==> src/rtl/sticky_arb_pkg.sv <==
// sticky_arb_pkg: shared state and grant-end-cause encodings for the sticky request arbiter
package sticky_arb_pkg;
  typedef enum logic [1:0] {IDLE, GRANT, GAP} state_e;
  typedef enum logic [1:0] {REL, TMO, VIOL} end_cause_e;
endpackage

==> src/rtl/rr_pick.sv <==
// rr_pick: combinational round-robin select of the first set request after ptr, wrapping
module rr_pick #(
  parameter int N = 4,
  localparam int IW = $clog2(N)
) (
  input  logic [N-1:0]  req_i,
  input  logic [IW-1:0] ptr_i,
  output logic [N-1:0]  oh_o,
  output logic [IW-1:0] id_o,
  output logic          any_o
);
  logic [IW-1:0] j;
  always_comb begin
    oh_o = '0;
    id_o = '0;
    any_o = 1'b0;
    j = '0;
    for (int i = N; i >= 1; i--) begin
      j = IW'((int'(ptr_i) + i) % N);
      if (req_i[j]) begin
        oh_o = N'(1) << j;
        id_o = j;
        any_o = 1'b1;
      end
    end
  end
endmodule

==> src/rtl/sticky_req_arbiter.sv <==
// sticky_req_arbiter: round-robin arbiter enforcing held requests, with violation flags and hold timeout
module sticky_req_arbiter
  import sticky_arb_pkg::*;
#(
  parameter int NUM_REQ = 4,
  parameter int HOLD_MAX = 32,
  parameter int CNT_W = $clog2(HOLD_MAX + 1),
  localparam int IW = $clog2(NUM_REQ)
) (
  input  logic               clk,
  input  logic               rst_n,
  input  logic [NUM_REQ-1:0] req_i,
  input  logic               release_i,
  output logic [NUM_REQ-1:0] gnt_o,
  output logic [IW-1:0]      gnt_id_o,
  output logic               busy_o,
  output logic [CNT_W-1:0]   hold_cnt_o,
  output logic [NUM_REQ-1:0] viol_o,
  output logic               timeout_o
);
  state_e state_q, state_d;
  end_cause_e cause;
  logic [NUM_REQ-1:0] gnt_q, gnt_d, viol_q, viol_d, pend_q, pend_d, elig, pick_oh;
  logic [IW-1:0] gnt_id_q, gnt_id_d, ptr_q, ptr_d, pick_id;
  logic [CNT_W-1:0] hold_cnt_q, hold_cnt_d;
  logic timeout_q, timeout_d, pick_any, start, in_grant, grant_end;
  assign elig = req_i & ~viol_q;
  rr_pick #(.N(NUM_REQ)) u_pick (
    .req_i(elig),
    .ptr_i(ptr_q),
    .oh_o(pick_oh),
    .id_o(pick_id),
    .any_o(pick_any)
  );
  assign start = (state_q == IDLE) & pick_any;
  assign in_grant = state_q == GRANT;
  assign cause = !req_i[gnt_id_q] ? VIOL : release_i ? REL : TMO;
  assign grant_end = in_grant & (!req_i[gnt_id_q] | release_i | (hold_cnt_q == CNT_W'(HOLD_MAX)));
  always_ff @(posedge clk or negedge rst_n) begin
    if (!rst_n) state_q <= IDLE;
    else state_q <= state_d;
  end
  always_comb begin
    state_d = (state_q == IDLE) ? (pick_any ? GRANT : IDLE) :
              (state_q == GRANT) ? (grant_end ? GAP : GRANT) : IDLE;
  end
  always_comb begin
    gnt_d = start ? pick_oh : grant_end ? '0 : gnt_q;
    gnt_id_d = start ? pick_id : gnt_id_q;
    ptr_d = start ? pick_id : ptr_q;
    hold_cnt_d = start ? CNT_W'(1) : (in_grant & ~grant_end) ? hold_cnt_q + CNT_W'(1) : '0;
    timeout_d = grant_end & (cause == TMO);
    pend_d = req_i & ~gnt_q & ~(start ? pick_oh : '0);
    viol_d = viol_q | (pend_q & ~req_i) | ((grant_end & (cause == VIOL)) ? gnt_q : '0);
  end
  always_ff @(posedge clk or negedge rst_n) begin
    if (!rst_n) begin
      gnt_q <= '0;
      gnt_id_q <= '0;
      ptr_q <= IW'(NUM_REQ - 1);
      hold_cnt_q <= '0;
      timeout_q <= 1'b0;
      pend_q <= '0;
      viol_q <= '0;
    end else begin
      gnt_q <= gnt_d;
      gnt_id_q <= gnt_id_d;
      ptr_q <= ptr_d;
      hold_cnt_q <= hold_cnt_d;
      timeout_q <= timeout_d;
      pend_q <= pend_d;
      viol_q <= viol_d;
    end
  end
  assign gnt_o = gnt_q;
  assign gnt_id_o = gnt_id_q;
  assign busy_o = in_grant;
  assign hold_cnt_o = hold_cnt_q;
  assign viol_o = viol_q;
  assign timeout_o = timeout_q;
endmodule

==> config.mk <==
export PLATFORM = sky130hd
export DESIGN_NAME = sticky_req_arbiter
export DESIGN_NICKNAME = d
export VERILOG_FILES = /design/src/rtl/sticky_arb_pkg.sv /design/src/rtl/rr_pick.sv /design/src/rtl/sticky_req_arbiter.sv
export SDC_FILE = /design/constraint.sdc
export NUM_CORES = 1
export LEC_CHECK = 0
export ABC_CLOCK_PERIOD_IN_PS = 2950
export CAP_MARGIN = 20
export CORE_MARGIN = 4
export CORE_UTILIZATION = 54
export CTS_CLUSTER_SIZE = 8
export DETAILED_ROUTE_END_ITERATION = 7
export HOLD_SLACK_MARGIN = 0.12
export PLACE_DENSITY = 0.8
export SYNTH_ARGS = -nofsm -noshare
export SYNTH_HDL_FRONTEND = slang
export SYNTH_HIERARCHICAL = 1
export SYNTH_SLANG_ARGS = --single-unit
==> constraint.sdc <==
create_clock -name clk -period 2.95 [get_ports clk]
set_input_delay 0.885 -clock clk [delete_from_list [all_inputs] [get_ports clk]]
set_output_delay 0.885 -clock clk [all_outputs]
set_load 0.01 [all_outputs]
Word level (Yosys, flattened, before mapping)

Cells that the tools add are included.

Register bits: 25
Input port bits: 7
Output and inout port bits: 18
Logic and storage cells: 81

Add/sub/neg operators: 5
Magnitude comparators: 5
Equality and inequality tests: 4
Shift-type cells: 4
Muxes and demuxes: 34
Bitwise logic cells: 18
Reduce and logical (&&, ||, !) cells: 3

Operators by type and width:

| operator                                             | number |
|---|---|
| 2-to-1 mux 4 bit                                     | 8 |
| AND 4 bit                                            | 4 |
| 2-to-1 mux 2 bit                                     | 8 |
| NOT 4 bit                                            | 4 |
| left shift 1 x 2 -> 4 bit (first input constant)     | 4 |
| < comparator 2 x 3 -> 1 bit (second input constant)  | 5 |
| 2-to-1 mux 6 bit                                     | 2 |
| 2-to-1 mux 1 bit                                     | 11 |
| binary-select mux 1 bit (select 2 bit)               | 5 |
| bitwise OR 4 bit                                     | 2 |
| adder 6 x 1 -> 6 bit (second input constant)         | 1 |
| equality test 6 bit (second input constant)          | 1 |
| AND 1 bit                                            | 5 |
| adder 2 x 1 -> 2 bit (second input constant)         | 2 |
| adder 2 bit (second input constant)                  | 2 |
| equality test 2 x 1 -> 1 bit (second input constant) | 2 |
| equality test 2 bit (second input constant)          | 1 |
| logical NOT 2 bit                                    | 1 |
| bitwise OR 1 bit                                     | 2 |
| nonzero test 2 bit                                   | 1 |
| logical NOT 1 bit                                    | 1 |
| NOT 1 bit                                            | 1 |

Logic depth before layout (Yosys ltp)

Depth after elaboration: 12
Depth in mapped cells: 11
Gate-level depth less buffers: 9

By module

The synthesis kept the hierarchy.

By module, submodules not included:

| module             | times used | cells an instance | area an instance (um^2) | sequential area each (um^2) |
|---|---|---|---|---|
| sticky_req_arbiter | 1          | 106               | 1,183.6                 | 628.1 |
| rr_pick            | 1          | 70                | 510.5                   | 0.0 |

Worst setup path before layout

OpenSTA, ideal clock, no wires.

Kind: input-to-reg
Start point: in req_i[1]
End point: reg gnt_q[3], in the netlist gnt_o[3]
Arrival time: 2.444 ns
Required time: 2.863 ns
Path slack: 0.419 ns
Cell stages on the path: 9
Cell sequence: inv_1 nor2_1 or3b_1 a211oi_2 o21ai_0 a31oi_1 nand3b_1 a21o_1 o211ai_1

Elaborated cells between the ends (all ways): 26

RTL lines:

| item                                   | RTL line                 | RTL |
|---|---|---|
| start: declaration                     | sticky_req_arbiter.sv:12 | `input logic [NUM_REQ-1:0] req_i,` |
| AND 4 bit *                            | sticky_req_arbiter.sv:27 | `assign elig = req_i & ~viol_q;` |
| via elig[1]                            | sticky_req_arbiter.sv:23 | `logic [NUM_REQ-1:0] gnt_q, gnt_d, viol_q, viol_d, pend_q, pend_d, elig, pick_oh;` |
| binary-select mux 1 bit (select 2 bit) | rr_pick.sv:20            | `if (req_i[j]) begin` |
| 2-to-1 mux 1 bit (implied by the code) | rr_pick.sv:20            |  |
| 2-to-1 mux 4 bit (3 in series)         | rr_pick.sv:20            |  |
| 2-to-1 mux 4 bit *                     | rr_pick.sv:20            |  |
| via pick_oh[3]                         | sticky_req_arbiter.sv:23 |  |
| 2-to-1 mux 4 bit *                     | sticky_req_arbiter.sv:48 | `gnt_d = start ? pick_oh : grant_end ? '0 : gnt_q;` |
| end signal: assignment                 | sticky_req_arbiter.sv:66 | `gnt_q <= gnt_d;` |
| end: declaration                       | sticky_req_arbiter.sv:23 |  |

Mark *: on every way through the listed nets, which the timed path passes. The rest lies on a longest branch. The select of a mux whose other input is x is not followed.
A chain may end at the register's enable or synchronous reset.

Final worst setup path

Start point: in req_i[2]
End point: reg gnt_q[0], in the netlist gnt_o[0]

The elaborated chain is that of the path after synthesis.

==> results.sh <==
export IMPL_status="completed"
export IMPL_cts_setup_buffers=0
export IMPL_ctsResizeCount=0
export IMPL_slew_violations=0
export IMPL_die_area_mm2=0.00410
export IMPL_grt_overflow_total=0
export IMPL_clockBufferDepth=2
export IMPL_clock_root_buffer="clkbuf_4"
export IMPL_crit_reg2reg_launch="ptr_q[1]"
export IMPL_std_cell_rows=20
export IMPL_max_freq_mhz=358
export IMPL_grt_pass1_vias=1584
export IMPL_crit_chain="clkdlybuf4s50_1 > inv_1 > nor2_1 > buf_4 > or3b_1 > a211oi_2 > buf_4 > o21ai_0 > a31oi_1 > a22oi_1 > o31ai_1"
export IMPL_cts_clk_slew_worst_paths_ns=0.13
export IMPL_numPortBuffers=24
export IMPL_hold_class="reg -> reg"
export IMPL_slew_headroom=0.680
export IMPL_period_share=0.947
export IMPL_ys_seq_area_frac=0.371
export IMPL_p_int_uw=635
export IMPL_drtAntennaViolNets=0
export IMPL_fin_nets=241
export IMPL_synthTopCellsByCount="dfrtp_1 (23), nand2_1 (17), o21ai_0 (13)"
export IMPL_ys_ff_latch=25
export IMPL_num_vias=1551
export IMPL_gp_congestion=0.944
export IMPL_synth_edf_count=0
export IMPL_fp_dieH_um=64.0
export IMPL_yosysTopAreaCell="dfrtp_1"
export IMPL_setup_viol=0
export IMPL_die_x_um=64.0
export IMPL_syn_area_per_cell_um2=9.63
export IMPL_initial_core_util=0.560
export IMPL_netSwitchingFraction=0.365
export IMPL_hold_buffers=0
export IMPL_maxCapViolCount=0
export IMPL_combPwrFrac=0.417
export IMPL_wl_um=4150
export IMPL_area_growth_pct=28.2
export IMPL_p_sw_uw=365
export IMPL_synthTopCellsByArea="dfrtp_1 (34%), ha_1 (5.9%), o21ai_0 (3.8%)"
export IMPL_synthCells=176
export IMPL_cp_max_fo=9
export IMPL_worstRegToRegCells=9
export IMPL_cp_common_cell="buf_4"
export IMPL_grt_pass1_wl_um=7090
export IMPL_htreeDepth=1
export IMPL_end_kind="flip-flop"
export IMPL_whs_endpoint="viol_o[3]"
export IMPL_synth_nets=191
export IMPL_placedCellCount=265
export IMPL_cp_slowest_cell="clkdlybuf4s50_1"
export IMPL_power_density_mw_per_mm2=460
export IMPL_io_pins=25
export IMPL_p_clk_frac=0.148
export IMPL_path_delay_family="compound AO/OA/AOI/OAI gates"
export IMPL_cts_sinks=25
export IMPL_skew_ns=0.00198
export IMPL_ys_types=48
export IMPL_n_antenna_cell=0
export IMPL_r2r_end="gnt_o[0]"
export IMPL_drt_pass1_iter_count=4
export IMPL_clock_latency_ns=0.31
export IMPL_synth_most_common_cell="dfrtp_1"
export IMPL_wire_per_inst_um=15.4
export IMPL_post_route_drc_count=0
export IMPL_coreArea_mm2=0.00303
export IMPL_tightest_slew_ns=0.477
export IMPL_startpoint_type="input pin"
export IMPL_cp_arrival_ns=3.01
export IMPL_worstHoldStart="pend_q[3]"
export IMPL_slowest_delay_ns=0.43
export IMPL_grt_start_max_net_pins=26
export IMPL_async_reset_ff_frac=1.00
export IMPL_yosys_most_used_dff="dfrtp_1"
export IMPL_placed_area_mm2=0.00215
export IMPL_drt_iter0_markers=143
export IMPL_seqPwrFrac=0.435
export IMPL_cp_buffers_inverters=4
export IMPL_period_minus_slack_ns=2.79
export IMPL_synth_warnings=6
export IMPL_vdd_drop_max_mv=0.323
export IMPL_cts_tree="yes"
export IMPL_p_leak_uw=0.000984
export IMPL_mappedNetlistArea_mm2=0.00169
export IMPL_hold_viol=0
export IMPL_holdWs_ns=0.507
export IMPL_dpl_hpwl_um=3160
export IMPL_final_cell_area_mm2=0.00217
export IMPL_required_ns=3.17
export IMPL_fin_cells=269
export IMPL_cp_depth=11
export IMPL_worstSetupPathType="in -> reg"
export IMPL_layout_drive_gt1_share=0.213
export IMPL_grt_antenna_before_repair=0
export IMPL_regToRegSetupSlack_ns=0.37
export IMPL_cts_buffers=3
export IMPL_hold_depth=1
export IMPL_synth_top_area_share=0.340
export IMPL_grt_use_total=0.214
export IMPL_rsz0062_at_grt="no"
export IMPL_viasPerCell=5.77
-- metal layers --
layer / part of all wire / GRT usage / vias to the layer above / wire length (um)
met4: 0.014 / 0.0485 / 0 / 56
li1: - / - / 749 / -
met5: 0 / 0 / - / 0
met3: 0.042 / 0.0545 / 9 / 173
met1: 0.42 / 0.260 / 747 / 1760
met2: 0.52 / 0.378 / 46 / 2150
-- worst register-to-register path, delay by kind of cell, from the launching register on --
family	cells	cell delay [ns]
AO/OA/AOI/OAI	4	0.60
flip-flops	1	0.56
adder cells (fa/ha/maj)	1	0.47
multiplexers	1	0.42
buffers and inverters	2	0.23
AND/OR/NAND/NOR	1	0.20
-- power groups by stage --
stage          Clock [uW]  Sequential, uW  Combinational (uW)
6_report              148             435                 417
5_1_grt               168             443                 448
4_1_cts               148             434                 416
3_5_place_dp            0             441                 415
3_3_place_gp            0             436                 395
2_1_floorplan           0             453                 276
-- cell usage in the layout, fill, tap and decap left out, drive strengths merged, types with 4 or more instances in the layout --
cell | netlist | final
a211oi | 8 | 8
a21oi | 6 | 6
a221o | 4 | 4
a22oi | 4 | 4
a31oi | 4 | 4
buf | 8 | 30
clkbuf | 1 | 4
clkdlybuf4s50 | 0 | 24
dfrtp | 23 | 23
ha | 8 | 8
inv | 10 | 10
mux2 | 6 | 6
mux2i | 6 | 6
nand2 | 17 | 17
nor2 | 12 | 12
o21ai | 14 | 14
o31ai | 4 | 4
-- kinds of logic (layout without fill, tap and decap cells) --
family	Yosys count	after routing	synth area share
buf+inv	20	69	0.0650
flops	25	25	0.371
xor+xnor	3	3	0.0155
simple gates	54	54	0.173
fa+ha+maj	8	8	0.0591
mux	13	13	0.0931
compound gates	53	53	0.224
-- cell type report --
class,count,area (um^2)
Clock buffer,4,26.3
Fill cell,215,856
Inverter,11,41.3
Multi-Input combinational cell,131,956
Sequential cell,25,628
Tap cell,44,55.1
Timing Repair Buffer,54,465
-- worst max-delay path by stage --
stage	startpoint	to
6_report	req_i[2]	gnt_o[0]
5_1_grt	req_i[2]	gnt_o[0]
4_1_cts	req_i[2]	gnt_o[0]
3_5_place_dp	req_i[2]	gnt_o[0]
3_3_place_gp	req_i[0]	gnt_o[0]
2_1_floorplan	req_i[1]	gnt_o[3]
-- sequential cells by signal, indices dropped and copies added (netlist names) --
register and count:
gnt_id_o 2, gnt_o 4, hold_cnt_o 6, pend_q 4, ptr_q 2, state_q 2
timeout_o 1, viol_o 4
-- through the flow --
step	setup TNS (ns)	utilization	power (uW)	worst slack, ns
after floorplan	0	-	729	0.419
after global placement	-0.325	0.709	832	-0.101
after detailed placement	-0.837	0.709	855	-0.172
after CTS	0	0.717	998	0.146
after global routing	0	0.717	1060	0.0218
final	0	0.717	999	0.155
Note: power is estimated with default switching activity, not from simulation.
